==> src/rtl/mem_ctrl_pkg.sv <==
// Shared types and constants for the MEM-stage data-memory sequencer.
package mem_ctrl_pkg;

  localparam int ADDR_W_DEF = 32;
  localparam int DATA_W_DEF = 32;

  localparam logic [1:0] SZ_BYTE = 2'd0;
  localparam logic [1:0] SZ_HALF = 2'd1;
  localparam logic [1:0] SZ_WORD = 2'd2;

  typedef enum logic [2:0] {
    ST_IDLE   = 3'd0,
    ST_ADDR   = 3'd1,
    ST_WAIT   = 3'd2,
    ST_RESP   = 3'd3,
    ST_CANCEL = 3'd4
  } state_e;

endpackage

==> src/rtl/mem_resp_buf.sv <==
// Load-result holding register: clear beats load, otherwise it holds its value.
module mem_resp_buf #(
  parameter int DATA_W = 32
) (
  input  logic              clk_i,
  input  logic              rst_i,
  input  logic              clr_i,
  input  logic              ld_i,
  input  logic [DATA_W-1:0] d_i,
  output logic [DATA_W-1:0] q_o
);

  logic [DATA_W-1:0] buf_q;

  always_ff @(posedge clk_i) begin
    if (rst_i || clr_i) begin
      buf_q <= '0;
    end else if (ld_i) begin
      buf_q <= d_i;
    end
  end

  assign q_o = buf_q;

endmodule

==> src/rtl/mem_access_ctrl.sv <==
// MEM-stage data-port sequencer: issues bus request/addr_ok/data_ok transactions,
// stalls the pipeline until each resolves, and drains flushed transactions.
module mem_access_ctrl
  import mem_ctrl_pkg::*;
#(
  parameter int ADDR_W = ADDR_W_DEF,
  parameter int DATA_W = DATA_W_DEF
) (
  input  logic                clk_i,
  input  logic                rst_i,
  input  logic                mem_req_valid_i,
  input  logic                mem_wr_i,
  input  logic [1:0]          mem_size_i,
  input  logic [ADDR_W-1:0]   mem_addr_i,
  input  logic [DATA_W-1:0]   mem_wdata_i,
  input  logic [DATA_W/8-1:0] mem_wstrb_i,
  input  logic                pipe_stall_i,
  input  logic                flush_i,
  output logic                data_req_o,
  output logic                data_wr_o,
  output logic [1:0]          data_size_o,
  output logic [ADDR_W-1:0]   data_addr_o,
  output logic [DATA_W-1:0]   data_wdata_o,
  output logic [DATA_W/8-1:0] data_wstrb_o,
  input  logic                data_addr_ok_i,
  input  logic                data_data_ok_i,
  input  logic [DATA_W-1:0]   data_rdata_i,
  output logic                stall_req_o,
  output logic                resp_valid_o,
  output logic [DATA_W-1:0]   resp_rdata_o
);

  state_e              state_q;
  logic                data_req_q;
  logic                data_wr_q;
  logic [1:0]          data_size_q;
  logic [ADDR_W-1:0]   data_addr_q;
  logic [DATA_W-1:0]   data_wdata_q;
  logic [DATA_W/8-1:0] data_wstrb_q;
  logic                resp_valid_q;
  logic                addr_pending_q;
  logic                data_pending_q;

  logic                buf_ld;
  logic [DATA_W-1:0]   buf_d;

  always_ff @(posedge clk_i) begin
    if (rst_i) begin
      state_q        <= ST_IDLE;
      data_req_q     <= 1'b0;
      data_wr_q      <= 1'b0;
      data_size_q    <= '0;
      data_addr_q    <= '0;
      data_wdata_q   <= '0;
      data_wstrb_q   <= '0;
      resp_valid_q   <= 1'b0;
      addr_pending_q <= 1'b0;
      data_pending_q <= 1'b0;
    end else begin
      case (state_q)
        ST_IDLE: begin
          if (mem_req_valid_i && !flush_i) begin
            data_wr_q    <= mem_wr_i;
            data_size_q  <= mem_size_i;
            data_addr_q  <= mem_addr_i;
            data_wdata_q <= mem_wdata_i;
            data_wstrb_q <= mem_wstrb_i;
            data_req_q   <= 1'b1;
            state_q      <= ST_ADDR;
          end
        end
        ST_ADDR: begin
          if (flush_i) begin
            // The request cannot be withdrawn; remember whether its handshake is still owed.
            state_q        <= ST_CANCEL;
            data_pending_q <= 1'b1;
            addr_pending_q <= !data_addr_ok_i;
            if (data_addr_ok_i) begin
              data_req_q <= 1'b0;
            end
          end else if (data_addr_ok_i) begin
            data_req_q <= 1'b0;
            state_q    <= ST_WAIT;
          end
        end
        ST_WAIT: begin
          if (flush_i) begin
            if (data_data_ok_i) begin
              state_q <= ST_IDLE;
            end else begin
              state_q        <= ST_CANCEL;
              addr_pending_q <= 1'b0;
              data_pending_q <= 1'b1;
            end
          end else if (data_data_ok_i) begin
            resp_valid_q <= 1'b1;
            state_q      <= ST_RESP;
          end
        end
        ST_RESP: begin
          if (flush_i || !pipe_stall_i) begin
            resp_valid_q <= 1'b0;
            state_q      <= ST_IDLE;
          end
        end
        ST_CANCEL: begin
          if (addr_pending_q) begin
            if (data_addr_ok_i) begin
              addr_pending_q <= 1'b0;
              data_req_q     <= 1'b0;
            end
          end else if (data_pending_q && data_data_ok_i) begin
            data_pending_q <= 1'b0;
            state_q        <= ST_IDLE;
          end
        end
        default: begin
          state_q      <= ST_IDLE;
          data_req_q   <= 1'b0;
          resp_valid_q <= 1'b0;
        end
      endcase
    end
  end

  always_comb begin
    stall_req_o = 1'b0;
    if (!rst_i) begin
      case (state_q)
        ST_IDLE:   stall_req_o = mem_req_valid_i && !flush_i;
        ST_ADDR,
        ST_WAIT,
        ST_CANCEL: stall_req_o = 1'b1;
        default:   stall_req_o = 1'b0;
      endcase
    end
  end

  assign buf_ld = (state_q == ST_WAIT) && data_data_ok_i && !flush_i;
  assign buf_d  = data_wr_q ? '0 : data_rdata_i;

  mem_resp_buf #(
    .DATA_W (DATA_W)
  ) u_resp_buf (
    .clk_i (clk_i),
    .rst_i (rst_i),
    .clr_i (flush_i),
    .ld_i  (buf_ld),
    .d_i   (buf_d),
    .q_o   (resp_rdata_o)
  );

  assign data_req_o   = data_req_q;
  assign data_wr_o    = data_wr_q;
  assign data_size_o  = data_size_q;
  assign data_addr_o  = data_addr_q;
  assign data_wdata_o = data_wdata_q;
  assign data_wstrb_o = data_wstrb_q;
  assign resp_valid_o = resp_valid_q;

endmodule

==> config.mk <==
export PLATFORM = sky130hd
export DESIGN_NAME = mem_access_ctrl
export DESIGN_NICKNAME = d
export VERILOG_FILES = /design/src/rtl/mem_ctrl_pkg.sv /design/src/rtl/mem_resp_buf.sv /design/src/rtl/mem_access_ctrl.sv
export SDC_FILE = /design/constraint.sdc
export NUM_CORES = 1
export LEC_CHECK = 0
export ABC_AREA = 1
export BUFFER_PORTS_ARGS = -buffer_cell sky130_fd_sc_hd__buf_2
export CAP_MARGIN = 25
export CORE_MARGIN = 8
export CORE_UTILIZATION = 40
export DETAILED_ROUTE_END_ITERATION = 8
export PLACE_DENSITY = 0.75
export SYNTH_ARGS = -nofsm -noshare
export SYNTH_HDL_FRONTEND = slang
export SYNTH_SLANG_ARGS = --single-unit
==> constraint.sdc <==
create_clock -name clk_i -period 1.2 [get_ports clk_i]
set_input_delay 0.18 -clock clk_i [delete_from_list [all_inputs] [get_ports clk_i]]
set_output_delay 0.18 -clock clk_i [all_outputs]
set_load 0.05 [all_outputs]
==> out/qor.yml <==
status:
  status: "complete, but fails checks"
  failed_checks: "negative setup slack"
cells_and_area:
  antenna_cells: 0
  synthToLayoutAreaGrowth_pct: 73.4
  ff_latch_area_sq_mm: 0.00221
  final_nets: 899
  fill_cells: 748
  stdcell_count: 930
  drive_gt1_frac: 0.508
  multi_input_area_sq_mm: 0.00208
pwr:
  p_sw_w: 0.00624
  p_total_w: 0.0142
  power_frac_seq: 0.319
  p_sw_frac: 0.439
  p_leak_nw: 3.18
  power.density_mw_per_mm2: 1990
  ir_drop_uv: 1120
  internal-power_w: 0.00799
  pwr-share-comb: 0.517
  clkPwrFrac: 0.165
sta:
  setup_violations: 111
  timing.fmax_mhz: 618
  hold_violations: 0
  fin_tns_setup_ns: -30.97
  fin_crit_ns: 1.62
  worstMarginPinSlew_ns: 0.270
  fin_hold_ws_ns: 0.0163
  fin_crit_sh: 1.35
  worst_slack_ns: -0.418
  relSlewSlack: 0.821
  rsz0062_at_grt: "yes"
  drv_slew: 0
  fin_skew_ns: 0.00959
worst_setup_path:
  reg2reg_depth: 11
  cp-end-kind: "output pin"
  start_kind: "flip-flop"
  worstPathRequired_ns: 1.02
  worstSetupPathType: "reg2out"
  cp.arrival_ns: 1.44
  crit_fanout: 3
floorplan:
  core-area_sq_mm: 0.0102
  num_rows: 37
  fp.dieArea_sq_mm: 0.0138
  die_w_microns: 118
  start_util: 0.405
  floorplan.die.height_microns: 118
  pin_count: 216
grt:
  grt_max_degree: 41
  grt_pass1_vias: 4922
  grt_pass1_wl_mm: 26.0
  grt_use_total: 0.231
  grt_overflow_total: 0
  antenna_found_initial: 0
clocking:
  clkTransAtPathRegs_ns: 0.11
  cts.sinks: 110
  h-tree-depth: 3
  clk_latency_ns: 0.38
  root_buffer: "clkbuf_8"
  clockBufferDepth: 2
  cts_buffers: 9
  tritoncts: "yes"
logic_synthesis:
  synth_top_area_cell: "dfxtp_1"
  syn_inst: 529
  synth_seq_cells: 110
  synth_top_area_share: 0.534
  yosys_warnings: 0
  syn_avg_cell_area_sq_um: 7.79
  yosysSeqAreaShare: 0.534
  synthTopCellsByArea: "dfxtp_1, nor2_1, nand2_1"
  netlist_area_sq_mm: 0.00412
  syn-num-nets: 639
  synth_cell_type_count: 20
place:
  pre_cts_slack_ns: -0.281
  dp.final_hpwl_mm: 9.14
  place.gp.congestion: 0.892
  port_buffers: 215
  dp_cells: 868
run:
  cap_violations: 0
hold_path:
  hold_path_class: "in2reg"
  worstHoldPathCells: 3
drt:
  remaining_drc_errors: 0
  antenna_left: 0
  viasPerCell: 5.09
  avgRoutedWirePerCell_microns: 18.0
  drtIter0Drc: 355
  dr.pass1.iters: 4
  wirelength_mm: 16.7
  via_count: 4736
## critical path, stage by stage (launching register included)
cell and delay, ns:
dfxtp_2 0.35, inv_2 0.07, nand2_2 0.06, nor2_4 0.11, inv_4 0.06, nor2_8 0.10
nor2_4 0.05, nor2_4 0.09, buf_8 0.15
## synth_stat cells (all sizes together)
| cell type | number |
|---|---|
| nand2 | 57 |
| clkbuf | 13 |
| nor2 | 157 |
| inv | 17 |
| nand3 | 42 |
| buf | 21 |
| a21oi | 38 |
| dfxtp | 110 |
| o21ai | 74 |
## final timing paths
path                                         from                end  slack, ns
worst min register to register  u_resp_buf.q_o[7]  u_resp_buf.q_o[7]       0.47
worst min-delay path               mem_addr_i[13]    data_addr_o[13]       0.02
worst max register to register         state_q[0]    data_addr_o[24]      -0.37
worst max-delay path                   state_q[0]        stall_req_o      -0.42
## through the flow
stage                      util  instance area, sq um
after global routing      0.702                  7150
after global placement    0.530                  5400
after floorplan               -                  4140
after detailed placement  0.530                  5400
after CTS                 0.672                  6850
final                     0.702                  7150
## metal layers
metal | vias to the layer above | part of all wire | track usage
li1 | 2237 | - | -
met1 | 2241 | 0.40 | 0.259
met2 | 237 | 0.50 | 0.390
met3 | 21 | 0.092 | 0.0868
met4 | 0 | 0.017 | 0.0857
met5 | - | 0 | 0
## registers in the layout, summed over array words and instances (netlist names)
| signal | count |
|---|---|
| data_wr_o | 1 |
| data_size_o | 2 |
| resp_valid_o | 1 |
| addr_pending_q | 1 |
| data_req_o | 1 |
| data_pending_q | 1 |
| data_wdata_o | 32 |
| data_addr_o | 32 |
| state_q | 3 |
| data_wstrb_o | 4 |
| u_resp_buf.q_o | 32 |
## cells in the final DEF, fill, tap and decap left out, types with 5 or more instances in the layout
master,n
inv_12,6
clkbuf_8,10
nor2_1,89
buf_12,17
inv_1,7
buf_16,9
nand2_2,5
o21ai_0,19
inv_2,7
buf_4,45
inv_8,5
nand3_1,39
a21oi_2,6
dfxtp_1,106
nand2_1,51
o21ai_1,46
nor2_2,26
o21ai_2,9
clkbuf_4,67
nor2_4,40
buf_2,122
a21oi_1,31
## power groups by stage
| stage | Sequential [W] | Clock [W] | Combinational [W] |
|---|---|---|---|
| 5_1_grt | 0.00460 | 0.00255 | 0.00776 |
| 2_1_floorplan | 0.00615 | 0 | 0.00188 |
| 6_report | 0.00454 | 0.00234 | 0.00735 |
| 3_5_place_dp | 0.00454 | 0 | 0.00471 |
| 3_3_place_gp | 0.00452 | 0 | 0.00463 |
| 4_1_cts | 0.00450 | 0.00239 | 0.00679 |
## cell families (layout without fill, tap and decap cells)
| group | count (synthesis) | in the layout | share of synthesized area |
|---|---|---|---|
| buffers and inverters | 51 | 316 | 0.0707 |
| DFF | 110 | 110 | 0.534 |
| and+or+nand+nor | 256 | 256 | 0.258 |
| AOI/OAI and AO/OA | 112 | 112 | 0.137 |
## final cells by class
cell class                 instances  area share
multi-input combinational        368       0.291
sequential                       110       0.309
tap                              136      0.0238
timing repair inverter            13      0.0268
clock buffer                      10      0.0193
timing repair buffer             270       0.306
inverter                          17      0.0138
clock inverter                     6     0.00980
## timing repair
action / 4_1_cts / 5_1_grt
endpoints found under the hold margin: 3 / 0
pin swaps: 28 / 7
resized for setup: 197 / 119
setup endpoints to repair: 122 / 193
cloned: 21 / 2
hold buffers: 3 / 0
setup buffers: 19 / 4
Note: power is estimated with default switching activity, not from simulation.
